**config.mk**
```make
export PLATFORM = sky130hd
export DESIGN_NAME = iic_proxy_arbiter
export DESIGN_NICKNAME = d
export VERILOG_FILES = /design/src/rtl/iic_proxy_arbiter_pkg.sv /design/src/rtl/iic_proxy_arbiter_rr_arbiter2.sv /design/src/rtl/iic_proxy_arbiter.sv
export SDC_FILE = /design/constraint.sdc
export NUM_CORES = 1
export LEC_CHECK = 0
export BUFFER_PORTS_ARGS = -buffer_cell sky130_fd_sc_hd__clkbuf_2
export CORE_AREA = 2 2 83 85
export CTS_CLUSTER_DIAMETER = 200
export DETAILED_ROUTE_END_ITERATION = 10
export DIE_AREA = 0 0 85 87
export GPL_TIMING_DRIVEN = 1
export PLACE_DENSITY = 0.74
export SLEW_MARGIN = 20
export SYNTH_ARGS = -nofsm -noshare
export SYNTH_HDL_FRONTEND = slang
export SYNTH_SLANG_ARGS = --single-unit
```
**constraint.sdc**
```tcl
create_clock -name in_clk -period 2.3 [get_ports in_clk]
set_clock_uncertainty 0.05 [all_clocks]
set_input_delay 0.46 -clock in_clk [delete_from_list [all_inputs] [get_ports in_clk]]
set_output_delay 0.46 -clock in_clk [all_outputs]
set_load 0.01 [all_outputs]
```
**src/rtl/iic_proxy_arbiter_pkg.sv**
```systemverilog
// ---------------------------------------------------------------------------
// iic_proxy_arbiter_pkg
// Shared definitions for the IIC proxy arbiter slice: FSM state encoding,
// read/write direction constants and default field widths.
// ---------------------------------------------------------------------------
package iic_proxy_arbiter_pkg;

   localparam int DEV_W_DEF  = 7;
   localparam int REG_W_DEF  = 8;
   localparam int DATA_W_DEF = 8;

   localparam logic IIC_RW_READ  = 1'b1;
   localparam logic IIC_RW_WRITE = 1'b0;

   typedef enum logic [1:0] {
      ST_IDLE  = 2'd0,
      ST_ISSUE = 2'd1,
      ST_WAIT  = 2'd2,
      ST_RESP  = 2'd3
   } arb_state_e;

endpackage : iic_proxy_arbiter_pkg

```
**src/rtl/iic_proxy_arbiter_rr_arbiter2.sv**
```systemverilog
// ---------------------------------------------------------------------------
// rr_arbiter2
// Combinational two-way round-robin pick. A lone requester always wins; when
// both request, the one that did not win last time is granted.
// Ports:
//   valid_i       request vector, bit i = requester i
//   last_grant_i  index of the previous winner
//   grant_o       one-hot grant, 0 when nobody requests
// ---------------------------------------------------------------------------
module rr_arbiter2 (
   input  logic [1:0] valid_i,
   input  logic       last_grant_i,
   output logic [1:0] grant_o
);

   // NOTE: grant_o gets a default before the case so no latch can be inferred.
   always_comb begin
      grant_o = 2'b00;
      case (valid_i)
         2'b01:   grant_o = 2'b01;
         2'b10:   grant_o = 2'b10;
         2'b11:   grant_o = last_grant_i ? 2'b01 : 2'b10;
         default: grant_o = 2'b00;
      endcase
   end

endmodule : rr_arbiter2

```
**src/rtl/iic_proxy_arbiter.sv**
```systemverilog
// ---------------------------------------------------------------------------
// iic_proxy_arbiter
// Shares one IIC proxy transaction port between two requesters. Whole
// transactions are serialised (one start, then wait for done) with a
// round-robin pick, and a watchdog aborts transactions the proxy never ends.
// Ports:
//   in_clk, in_rst         clock, asynchronous active-high reset
//   in_req_*               per-requester request and fields (packed, i*W)
//   out_req_done/err/rdata completion pulse, error flag, shared read data
//   out_grant              one-hot current owner
//   out_px_*               start pulse and registered fields to the proxy
//   in_px_*                proxy busy/done/nack/read data
// ---------------------------------------------------------------------------
module iic_proxy_arbiter
   import iic_proxy_arbiter_pkg::*;
#(
   parameter int DEV_W          = DEV_W_DEF,
   parameter int REG_W          = REG_W_DEF,
   parameter int DATA_W         = DATA_W_DEF,
   parameter int TIMEOUT_CYCLES = 50000
) (
   input  logic                in_clk,
   input  logic                in_rst,
   input  logic [1:0]          in_req_valid,
   input  logic [1:0]          in_req_rw,
   input  logic [2*DEV_W-1:0]  in_req_dev,
   input  logic [2*REG_W-1:0]  in_req_reg,
   input  logic [2*DATA_W-1:0] in_req_wdata,
   output logic [1:0]          out_req_done,
   output logic [1:0]          out_req_err,
   output logic [DATA_W-1:0]   out_req_rdata,
   output logic [1:0]          out_grant,
   output logic                out_px_start,
   output logic                out_px_rw,
   output logic [DEV_W-1:0]    out_px_dev,
   output logic [REG_W-1:0]    out_px_reg,
   output logic [DATA_W-1:0]   out_px_wdata,
   input  logic                in_px_busy,
   input  logic                in_px_done,
   input  logic                in_px_nack,
   input  logic [DATA_W-1:0]   in_px_rdata
);

   localparam int TMR_W = $clog2(TIMEOUT_CYCLES);
   // The abort decision is taken while the timer holds TIMEOUT_CYCLES-2; the
   // timer lands on TIMEOUT_CYCLES-1 with the move to RESP, so the done pulse
   // appears exactly TIMEOUT_CYCLES cycles after the start pulse.
   localparam logic [TMR_W-1:0] TMR_ABORT = TMR_W'(TIMEOUT_CYCLES - 2);
   localparam logic [TMR_W-1:0] TMR_MAX   = '1;

   arb_state_e          state_q, state_d;
   logic [1:0]          grant_q, grant_d;
   logic                last_grant_q, last_grant_d;
   logic                rw_q, rw_d;
   logic [DEV_W-1:0]    dev_q, dev_d;
   logic [REG_W-1:0]    reg_q, reg_d;
   logic [DATA_W-1:0]   wdata_q, wdata_d;
   logic [DATA_W-1:0]   rdata_q, rdata_d;
   logic                err_q, err_d;
   logic [TMR_W-1:0]    timer_q, timer_d;

   logic [1:0]          pick;
   logic                win_idx;

   rr_arbiter2 u_rr (
      .valid_i      (in_req_valid),
      .last_grant_i (last_grant_q),
      .grant_o      (pick)
   );

   assign win_idx = pick[1];

   always_comb begin
      state_d      = state_q;
      grant_d      = grant_q;
      last_grant_d = last_grant_q;
      rw_d         = rw_q;
      dev_d        = dev_q;
      reg_d        = reg_q;
      wdata_d      = wdata_q;
      rdata_d      = rdata_q;
      err_d        = err_q;
      timer_d      = timer_q;

      case (state_q)
         ST_IDLE: begin
            if (|in_req_valid) begin
               grant_d      = pick;
               last_grant_d = win_idx;
               rw_d         = in_req_rw[win_idx];
               dev_d        = in_req_dev[win_idx*DEV_W +: DEV_W];
               reg_d        = in_req_reg[win_idx*REG_W +: REG_W];
               wdata_d      = in_req_wdata[win_idx*DATA_W +: DATA_W];
               state_d      = ST_ISSUE;
            end
         end
         ST_ISSUE: begin
            if (!in_px_busy) begin
               timer_d = '0;
               state_d = ST_WAIT;
            end
         end
         ST_WAIT: begin
            if (timer_q != TMR_MAX) begin
               timer_d = timer_q + 1'b1;
            end
            // A proxy completion in the abort cycle still counts as a real
            // completion, so done is tested first.
            if (in_px_done) begin
               err_d   = in_px_nack;
               rdata_d = (rw_q == IIC_RW_READ) ? in_px_rdata : '0;
               state_d = ST_RESP;
            end else if (timer_q == TMR_ABORT) begin
               err_d   = 1'b1;
               rdata_d = '0;
               state_d = ST_RESP;
            end
         end
         ST_RESP: begin
            grant_d = 2'b00;
            state_d = ST_IDLE;
         end
         default: state_d = ST_IDLE;
      endcase
   end

   // NOTE: sequential state uses non-blocking assignments only, so every
   // register samples the pre-edge values computed above.
   always_ff @(posedge in_clk or posedge in_rst) begin
      if (in_rst) begin
         state_q      <= ST_IDLE;
         grant_q      <= 2'b00;
         last_grant_q <= 1'b1;
         rw_q         <= 1'b0;
         dev_q        <= '0;
         reg_q        <= '0;
         wdata_q      <= '0;
         rdata_q      <= '0;
         err_q        <= 1'b0;
         timer_q      <= '0;
      end else begin
         state_q      <= state_d;
         grant_q      <= grant_d;
         last_grant_q <= last_grant_d;
         rw_q         <= rw_d;
         dev_q        <= dev_d;
         reg_q        <= reg_d;
         wdata_q      <= wdata_d;
         rdata_q      <= rdata_d;
         err_q        <= err_d;
         timer_q      <= timer_d;
      end
   end

   // Start and done are decoded from state so that an asynchronous reset
   // clears them in the same cycle along with the registers.
   assign out_px_start  = (state_q == ST_ISSUE) && !in_px_busy;
   assign out_req_done  = (state_q == ST_RESP) ? grant_q : 2'b00;
   assign out_req_err   = out_req_done & {2{err_q}};
   assign out_req_rdata = rdata_q;
   assign out_grant     = grant_q;
   assign out_px_rw     = rw_q;
   assign out_px_dev    = dev_q;
   assign out_px_reg    = reg_q;
   assign out_px_wdata  = wdata_q;

endmodule : iic_proxy_arbiter

```
==> results.py <==
metrics = {
    "status": {
        "status": "finished, final reports clean",
    },
    "sta": {
        "setup_viol": 0,
        "worst_pin_slew_ps": 507,
        "slew_headroom": 0.661,
        "fin_crit_sh": 0.962,
        "fin_crit_ps": 2210,
        "drv_slew": 0,
        "rsz0062_at_grt": "no",
        "max_clock_freq_mhz": 452,
        "whs_ps": 93.1,
        "finalHoldViolations": 0,
        "setup_tns_ps": 0,
        "layout_setup_ws_ps": 86.6,
    },
    "finish": {
        "fillers": 565,
        "drive_gt1_frac": 0.322,
        "largest_reg_flops": 16,
        "mostFrequentLayoutCells": "clkbuf_2 (101), dfrtp_1 (53), o21ai_0 (44)",
        "largest-register": "timer_q",
        "final_common_cell": "clkbuf_2",
        "num_antenna_cells": 0,
        "final_nets": 464,
        "area_growth_pct": 25.9,
    },
    "detailed_routing": {
        "routed_wirelength_um": 6680,
        "wl_per_cell_um": 14.1,
        "vias": 2538,
        "first_pass_iters": 4,
        "vias_per_cell": 5.34,
        "antenna_left": 0,
        "drt_iter0_markers": 212,
        "route.detailed.drc": 0,
    },
    "yosys": {
        "synth-seq-cells": 54,
        "avgSynthCellArea_um2": 9.71,
        "yosysWarnings": 0,
        "syn_nets": 363,
        "yosys-top-cells-area": "dfrtp_1 (47%), mux2i_1 (8.8%), o21ai_0 (7.9%)",
        "synth_top_area_share": 0.466,
        "async_flop_share": 1.00,
        "syn_inst": 293,
        "synth_edf_count": 0,
        "synth_area_um2": 2850,
        "synthDistinctLibCells": 44,
        "ys_seq_area_frac": 0.475,
        "ys.flop_type": "dfrtp_1",
        "synth_largest_area_cell": "dfrtp_1",
    },
    "clock_tree": {
        "clock-sinks": 54,
        "clkTransAtPathRegs_ps": 110,
        "root_buffer": "clkbuf_8",
        "post_cts_resized": 0,
        "hold_buffers": 0,
        "postCtsSetupRepairBufs": 0,
        "cts_tree": "yes",
        "cts_buffers": 5,
        "cts_buffer_depth": 2,
        "h-tree-depth": 2,
        "clock_latency_ps": 320,
    },
    "flow_run": {
        "maxCapViolations": 0,
    },
    "setup_path": {
        "worstSetupPathType": "reg -> reg",
        "reg2reg_from": "timer_q[1]",
        "start_kind": "flip-flop",
        "end_kind": "flip-flop",
        "r2r_end": "state_q[1]",
        "crit_path_max_fanout": 10,
        "critPathArrivalTime_ps": 2370,
        "r2r_cells": 5,
        "reg2reg_slack_ps": 90,
        "cp.required_ps": 2460,
    },
    "placed_design": {
        "pre_cts_slack_ps": 113,
        "place.detailed.hpwl_um": 5110,
        "io_buffers": 101,
        "routabilityCongestion": 0.868,
    },
    "grt": {
        "grt_pass1_wl_um": 11200,
        "first_global_vias": 2397,
        "grt_max_degree": 49,
        "track_usage": 0.187,
        "grt_overflow": 0,
        "antenna_found_initial": 0,
    },
    "floorplan": {
        "num_rows": 30,
        "ios": 102,
        "chipHeight_um": 87,
        "dieArea_um2": 7400,
        "dieWidth_um": 85,
        "initial_core_util": 0.433,
        "coreArea_um2": 6570,
    },
    "pwr": {
        "power_leakage_uw": 0.00185,
        "peakVddDrop_mv": 0.605,
        "power_density_nw_per_um2": 1040,
    },
    "hold_path": {
        "hold_path_class": "in -> async",
    },
}
power breakdown:
part | switching [µW] | leakage, µW | total, µW | internal (µW)
registers | 222 | 0.000696 | 1490 | 1270
logic | 974 | 0.00110 | 1660 | 688
clock network | 331 | 0.0000537 | 587 | 256
logic make-up (layout without fill, tap and decap cells):
kind of cell	after synthesis	count (layout)	synth area share
buffers and inverters	28	130	0.0391
AOI/OAI and AO/OA	81	81	0.184
adders and majority gates	7	7	0.0308
DFF	54	54	0.475
and+or+nand+nor	97	97	0.179
muxes	26	26	0.0919
routing by layer:
layer | global-route usage | vias to the layer above | part of all wire
met5 | 0 | - | 0
met4 | 0.0505 | 0 | 0.011
met3 | 0.0360 | 7 | 0.070
met2 | 0.306 | 107 | 0.49
met1 | 0.255 | 1147 | 0.43
li1 | - | 1277 | -
worst max-delay path by stage:
stage	start	endpoint	slack [ps]	depth (start not counted)
6_report	timer_q[1]	state_q[1]	90	5
5_1_grt	timer_q[1]	state_q[1]	5	5
2_1_floorplan	timer_q[0]	state_q[1]	140	6
3_3_place_gp	timer_q[1]	state_q[1]	150	5
3_5_place_dp	timer_q[1]	state_q[1]	110	5
4_1_cts	timer_q[1]	state_q[1]	90	5
critical path, cell delays in order, from the launching register on:
cell and delay, ps:
dfrtp_1 430, ha_1 170, or4b_1 440, o41a_4 500, a21oi_4 180, mux2_1 320
layout make-up:
type                       count  area, µm²  share of cell area
multi-input combinational    211       1390               0.389
sequential                    54       1350               0.378
timing repair buffer         111        593               0.166
tap                           80        100              0.0280
clock buffer                   6       82.6              0.0231
inverter                      11       41.3              0.0115
clock inverter                 2       20.0             0.00559
cell usage after synthesis, types with 2 or more instances:
master    number
o41ai_1        3
o32a_1         2
nor4_1         3
o31ai_1        4
a211o_1        4
mux2i_1       25
nand2b_1       2
a31oi_1        2
nand2_1       39
or4_1          5
dfrtp_1       53
ha_1           7
nand3_1        8
a22o_1         3
a21o_1         3
and2_1         4
a21oi_1        3
buf_2          4
o211ai_1       2
and3_1         3
nor2_1         7
nand4_1       14
inv_1         11
o21ai_0       45
or3_1          4
clkbuf_1      12
a211oi_1       4
through the flow:
step	instance area [µm²]	std cells	power (µW)	utilization
global placement	3480	467	3130	0.530
global route	3580	475	4030	0.545
finish	3580	475	3740	0.545
CTS	3580	475	3770	0.545
detailed placement	3480	467	3190	0.530
floorplan	2850	293	2520	-
No activity file was read; power rests on OpenSTA's default activity.
